File: src/rtl/hamming_job_sequencer.sv
// Job sequencer for the Hamming core: CSR/button-started batches of COUNT
// operations with watchdog, abort path, interrupt and LED status.
module hamming_job_sequencer #(
    parameter int unsigned TIMEOUT_CYCLES  = 65536,
    parameter int unsigned DEBOUNCE_CYCLES = 1000000
) (
    input  logic        clock_100m,
    input  logic        reset_n,
    input  logic [1:0]  avs_address,
    input  logic        avs_write,
    input  logic [31:0] avs_writedata,
    input  logic        avs_read,
    output logic [31:0] avs_readdata,
    input  logic        core_ready,
    output logic        core_start,
    output logic [31:0] core_arg,
    input  logic        core_done,
    input  logic [31:0] core_result,
    output logic        core_abort,
    output logic        irq,
    input  logic [2:0]  fpga_button,
    output logic [2:0]  fpga_led
);

    localparam int unsigned WD_W = $clog2(TIMEOUT_CYCLES + 1);
    localparam int unsigned DB_W = $clog2(DEBOUNCE_CYCLES + 1);
    localparam logic [WD_W-1:0] WD_LAST = WD_W'(TIMEOUT_CYCLES - 1);
    localparam logic [DB_W-1:0] DB_LAST = DB_W'(DEBOUNCE_CYCLES - 1);

    typedef enum logic [1:0] {
        S_IDLE,
        S_ISSUE,
        S_WAIT
    } state_t;

    state_t state, state_next;

    logic [31:0] base_reg, base_job, result;
    logic [15:0] count_reg, count_job, index, index_inc;
    logic [WD_W-1:0] wdog;
    logic        done_flag, timeout_flag, aborted_flag;
    logic        abort_pulse;
    logic [31:0] rd_mux;

    logic [1:0]  sync1, sync2, level, btn_fall;
    logic [DB_W-1:0] db_cnt [2];
    logic        unused_button;

    logic ctrl_wr, start_req, abort_req;
    logic ev_start, ev_issue, ev_done, ev_last, ev_expire, ev_abort;

    assign unused_button = fpga_button[2];

    // Buttons idle high, so synchronizer and debounced level reset to 1.
    always_ff @(posedge clock_100m or negedge reset_n) begin
        if (!reset_n) begin
            sync1 <= '1;
            sync2 <= '1;
            level <= '1;
            for (int unsigned i = 0; i < 2; i++) db_cnt[i] <= '0;
        end else begin
            sync1 <= fpga_button[1:0];
            sync2 <= sync1;
            for (int unsigned i = 0; i < 2; i++) begin
                if (sync2[i] == level[i]) begin
                    db_cnt[i] <= '0;
                end else if (db_cnt[i] == DB_LAST) begin
                    level[i]  <= sync2[i];
                    db_cnt[i] <= '0;
                end else begin
                    db_cnt[i] <= db_cnt[i] + 1'b1;
                end
            end
        end
    end

    always_comb begin
        btn_fall = '0;
        for (int unsigned i = 0; i < 2; i++) begin
            btn_fall[i] = (sync2[i] != level[i]) && (db_cnt[i] == DB_LAST) && !sync2[i];
        end
    end

    assign ctrl_wr   = avs_write && (avs_address == 2'd0);
    assign start_req = (ctrl_wr && avs_writedata[0]) || btn_fall[0];
    assign abort_req = (ctrl_wr && avs_writedata[1]) || btn_fall[1];
    assign index_inc = index + 16'd1;

    always_ff @(posedge clock_100m or negedge reset_n) begin
        if (!reset_n) state <= S_IDLE;
        else          state <= state_next;
    end

    // Priority inside WAIT: abort, then core_done, then watchdog expiry.
    always_comb begin
        state_next = state;
        ev_start   = 1'b0;
        ev_issue   = 1'b0;
        ev_done    = 1'b0;
        ev_last    = 1'b0;
        ev_expire  = 1'b0;
        ev_abort   = 1'b0;
        case (state)
            S_IDLE: begin
                if (start_req && !abort_req) begin
                    ev_start = 1'b1;
                    if (count_reg != '0) state_next = S_ISSUE;
                end
            end
            S_ISSUE: begin
                if (abort_req) begin
                    ev_abort   = 1'b1;
                    state_next = S_IDLE;
                end else if (core_ready) begin
                    ev_issue   = 1'b1;
                    state_next = S_WAIT;
                end
            end
            S_WAIT: begin
                if (abort_req) begin
                    ev_abort   = 1'b1;
                    state_next = S_IDLE;
                end else if (core_done) begin
                    ev_done = 1'b1;
                    if (index_inc == count_job) begin
                        ev_last    = 1'b1;
                        state_next = S_IDLE;
                    end else begin
                        state_next = S_ISSUE;
                    end
                end else if (wdog == WD_LAST) begin
                    ev_expire  = 1'b1;
                    state_next = S_IDLE;
                end
            end
            default: state_next = S_IDLE;
        endcase
    end

    always_comb begin
        core_start = ev_issue;
        core_arg   = ev_issue ? (base_job + {16'd0, index}) : '0;
        core_abort = abort_pulse;
        irq        = done_flag | timeout_flag | aborted_flag;
        fpga_led   = {timeout_flag | aborted_flag, done_flag, state != S_IDLE};
    end

    // Flag sets are ordered after irq_clear so a same-cycle event is kept.
    always_ff @(posedge clock_100m or negedge reset_n) begin
        if (!reset_n) begin
            base_reg     <= '0;
            count_reg    <= '0;
            base_job     <= '0;
            count_job    <= '0;
            result       <= '0;
            index        <= '0;
            wdog         <= '0;
            done_flag    <= 1'b0;
            timeout_flag <= 1'b0;
            aborted_flag <= 1'b0;
            abort_pulse  <= 1'b0;
        end else begin
            abort_pulse <= 1'b0;
            if (avs_write && avs_address == 2'd1) base_reg  <= avs_writedata;
            if (avs_write && avs_address == 2'd2) count_reg <= avs_writedata[15:0];
            if (ctrl_wr && avs_writedata[2]) begin
                done_flag    <= 1'b0;
                timeout_flag <= 1'b0;
                aborted_flag <= 1'b0;
            end
            if (ev_start) begin
                base_job     <= base_reg;
                count_job    <= count_reg;
                result       <= '0;
                index        <= '0;
                done_flag    <= (count_reg == '0);
                timeout_flag <= 1'b0;
                aborted_flag <= 1'b0;
            end
            if (ev_issue)
                wdog <= '0;
            else if (state == S_WAIT)
                wdog <= wdog + 1'b1;
            if (ev_done) begin
                result <= result + core_result;
                index  <= index_inc;
                if (ev_last) done_flag <= 1'b1;
            end
            if (ev_expire) begin
                timeout_flag <= 1'b1;
                abort_pulse  <= 1'b1;
            end
            if (ev_abort) begin
                aborted_flag <= 1'b1;
                abort_pulse  <= 1'b1;
            end
        end
    end

    always_comb begin
        rd_mux = '0;
        case (avs_address)
            2'd0: rd_mux = {index, 12'd0, aborted_flag, timeout_flag, done_flag, state != S_IDLE};
            2'd1: rd_mux = base_reg;
            2'd2: rd_mux = {16'd0, count_reg};
            2'd3: rd_mux = result;
            default: rd_mux = '0;
        endcase
    end

    always_ff @(posedge clock_100m or negedge reset_n) begin
        if (!reset_n)      avs_readdata <= '0;
        else if (avs_read) avs_readdata <= rd_mux;
    end

endmodule

File: config.mk
export PLATFORM = sky130hd
export DESIGN_NAME = hamming_job_sequencer
export DESIGN_NICKNAME = d
export VERILOG_FILES = /design/src/rtl/hamming_job_sequencer.sv
export SDC_FILE = /design/constraint.sdc
export NUM_CORES = 1
export LEC_CHECK = 0
export CAP_MARGIN = 20
export CORE_ASPECT_RATIO = 1.75
export CORE_MARGIN = 1.5
export CORE_UTILIZATION = 55
export CTS_CLUSTER_SIZE = 10
export DETAILED_ROUTE_END_ITERATION = 8
export GPL_TIMING_DRIVEN = 0
export PLACE_DENSITY = 0.77
export SLEW_MARGIN = 0
export SYNTH_ARGS = -nofsm -noshare
export SYNTH_HDL_FRONTEND = slang
export SYNTH_SLANG_ARGS = --single-unit
File: constraint.sdc
create_clock -name clock_100m -period 4.8 [get_ports clock_100m]
set_input_delay 1.44 -clock clock_100m [delete_from_list [all_inputs] [get_ports clock_100m]]
set_output_delay 1.44 -clock clock_100m [all_outputs]
set_load 0.1 [all_outputs]
==> summary.txt <==
Fin. Hold Viols: 0
Cell at the slowest stage of the critical path: dfrtp_2
DR vias: 11100
Cells after Synth: 1339
Routed wire length: 38500 um
Layout cells sized above 1: 0.203
Logic pwr share: 0.437
Routed Antenna Nets: 0
Drt drc: 0
Area contributors post-synth: dfrtp_1, mux2_2, ha_1, xor2_1, nor2_1
CTS clk-pin slew, worst paths: 60 ps
Die area: 25800 sq um
Fin crit share: 0.993
VDD IR max: 0.000337 V
Clock Power Share: 0.215
GPL Wtd Cong: 0.953
Post-synth EDFFs: 0
Slowest stage delay, CP: 470 ps
Fin Clk Skew: 9.28 ps
Post-DP HPWL: 28700 um
Synth Cell Area: 13700 sq um
Most common cell after layout, fill and taps aside: dfrtp_1
Initial antenna violation count: 1
Pwr per Cell Area: 526 nW/um^2
Sequential Power Share: 0.348
Leak: 7.36 nW
Placed Cells: 1793
Internal: 5.13 mW
Wire per inst: 20.8 um
Sequential element share of the synthesized area: 0.450
H-tree lvl count: 1
First-pass GRT wire length: 60600 um
Clock buffer count from CTS: 28
Top FF cell, synth: dfrtp_1
Max Slew Vio Count: 0
Core Area: 24500 sq um
Fmax achieved: 0.210 GHz
CP Launch Type: register
Vias in the first global route: 11500
Sw power: 3.75 mW
# IOs: 145
CTS root buffer: clkbuf_16
Asr flop ratio synth: 1.00
Max reg flops: 40
Vias per cell: 5.96
Initial DRC Count: 752
Initial Util: 0.557
Fin Hold WS: 356 ps
Max Cap Violations: 0
Clk buf depth: 3
Met3 Usage GRT: 0.0372
Worst slew margin: 0.320
Post-synth cell types: 70
Met2 Usage GRT: 0.551
Cts hold-fix bufs: 0
Arrival time of the worst setup path: 3320 ps
Synth Warn #: 0
Design Area, Final: 16900 sq um
Worst hold path type: register to register
Port-buffer cells: 140
Total global routing overflow: 0
FF+latch count, synth: 245
Horiz. Die Dim: 122 um
Required time of the critical path: 3360 ps
Yosys top cell area share: 0.438
Final #Nets: 1665
Final TNS setup: 0 ps
Syn Area/Cell: 10.2 sq um
Final setup viols: 0
Worst slew pin tran: 1020 ps
RSZ-0062 raised after global routing: yes
Largest net degree at the start of global routing: 106
Area delta synth->final: 23.7%
Syn_nets: 1472
Min Tclk post-route: 4760 ps
Row count: 76
CP endpoint kind: output port
Post-layout util: 0.688
Fin cells: 1857
CTS tree: built
Critical path type: register to output port
Filler Cell Count: 1851
Total track usage: 0.305
Leading area contributor after synthesis: dfrtp_1
Clock latency on the worst-skew pair: 540 ps
Worst path cell trace: ha_4 -> fa_2 -> a21o_1 -> a21o_1 -> a21oi_4 -> nor4_4 -> nor3b_2 -> buf_4 -> o31ai_4 -> buf_12 -> buf_6 -> xnor2_1 -> nor2_1 -> buf_6
GR Layer Usage met1: 0.339
Gr busiest metal: met2
Critical path fanouts, max: 8
DRT Pass-1 Iters: 5
Top reg by flops: db_cnt
DP Area: 15600 sq um
Die height: 211 um
CTS Sinks: 245
Most frequent cells in the layout: dfrtp_1, nor2_1, mux2_2, clkdlybuf4s50_1, nand2_1
Switch share: 0.423
Outcome: finished clean
[cells in the mapped netlist, types with 5 or more instances]
library cell  number
xnor2_1           51
or2_2              6
a22oi_1           29
mux2_1             8
or3_1             10
o21ai_1           11
buf_1              7
dfrtp_1          239
nand4_1           13
ha_1              56
clkbuf_1          33
nor2_1           146
a21oi_1           81
and2_1            10
nand2_1           84
and3_1            27
o211ai_1           6
nor3_1            15
mux2_2           123
buf_2             14
o31ai_1           12
a21o_1            18
nand3_1           75
o21bai_1           8
inv_1             25
dfstp_2            6
a31oi_1            5
xor2_1            76
nor4_1            10
o21ai_0           54
a211oi_1           9
[area by class of cell]
type                    instances  area [sq um]  share of cell area
flip-flops and latches        245          6150               0.364
diodes                          1          2.50            0.000148
inverters                      25          93.8             0.00556
clock buffers                  42           785              0.0465
well taps                     312           390              0.0231
plain buffers                  58           293              0.0173
multi-input cells            1011          7500               0.444
repair buffers                163          1670              0.0989
[path summary, 6_finish.rpt]
check                                to  slack [ps]  depth (start not counted)      start
min                            sync2[1]         360                          0   sync1[1]
min in group asynchronous       wdog[7]         790                          1    reset_n
max in group asynchronous      index[0]        3110                          2    reset_n
min reg2reg                    sync2[1]         360                          0   sync1[1]
max                        core_arg[16]          40                         14   index[0]
max reg2reg                  result[19]        1450                         10  result[1]
[critical path: cells and delay by family (launching register included)]
family / cells / cell delay (ps)
xor gates and xnor gates: 1 / 110
buffers and inverters: 4 / 670
DFF: 1 / 470
AOI/OAI and AO/OA: 4 / 630
adders and majority gates: 2 / 530
and+or+nand+nor: 3 / 360
[timing repair]
action,in CTS,in global routing
setup buffers,8,13
resized for setup,257,22
pin swaps,5,9
hold endpoints to repair,0,0
setup endpoints to repair,33,19
[through the flow]
step           total power [mW]  setup slack (ps)
4_1_cts                    8.79             -3.43
3_3_place_gp               6.67             -8050
3_5_place_dp               6.76             -1470
5_1_grt                    9.33             -30.4
2_1_floorplan              5.74              -430
6_report                   8.88              35.1
[power by group through the flow]
stage | clock network, mW | logic, mW | registers (mW)
6_report | 1.91 | 3.88 | 3.09
5_1_grt | 2.01 | 4.18 | 3.13
4_1_cts | 1.93 | 3.79 | 3.07
3_5_place_dp | 0 | 3.67 | 3.09
3_3_place_gp | 0 | 3.60 | 3.07
2_1_floorplan | 0 | 2.49 | 3.25
[kinds of logic (layout without fill, tap and decap cells)]
logic type | after synthesis | after routing | share of synthesized area
other | 0 | 1 | 0
adder cells (fa/ha/maj) | 58 | 58 | 0.0542
AO/OA/AOI/OAI | 268 | 268 | 0.126
buffers and inverters | 83 | 288 | 0.0257
multiplexers | 138 | 138 | 0.117
flip-flops | 245 | 245 | 0.450
AND/OR/NAND/NOR | 420 | 420 | 0.146
XOR/XNOR | 127 | 127 | 0.0815
[routing by layer]
metal | share of wire | vias up
met5 | 0 | -
met3 | 0.043 | 117
met4 | 0.066 | 0
met2 | 0.52 | 328
li1 | - | 5164
met1 | 0.37 | 5455
Note: power is estimated with default switching activity, not from simulation.
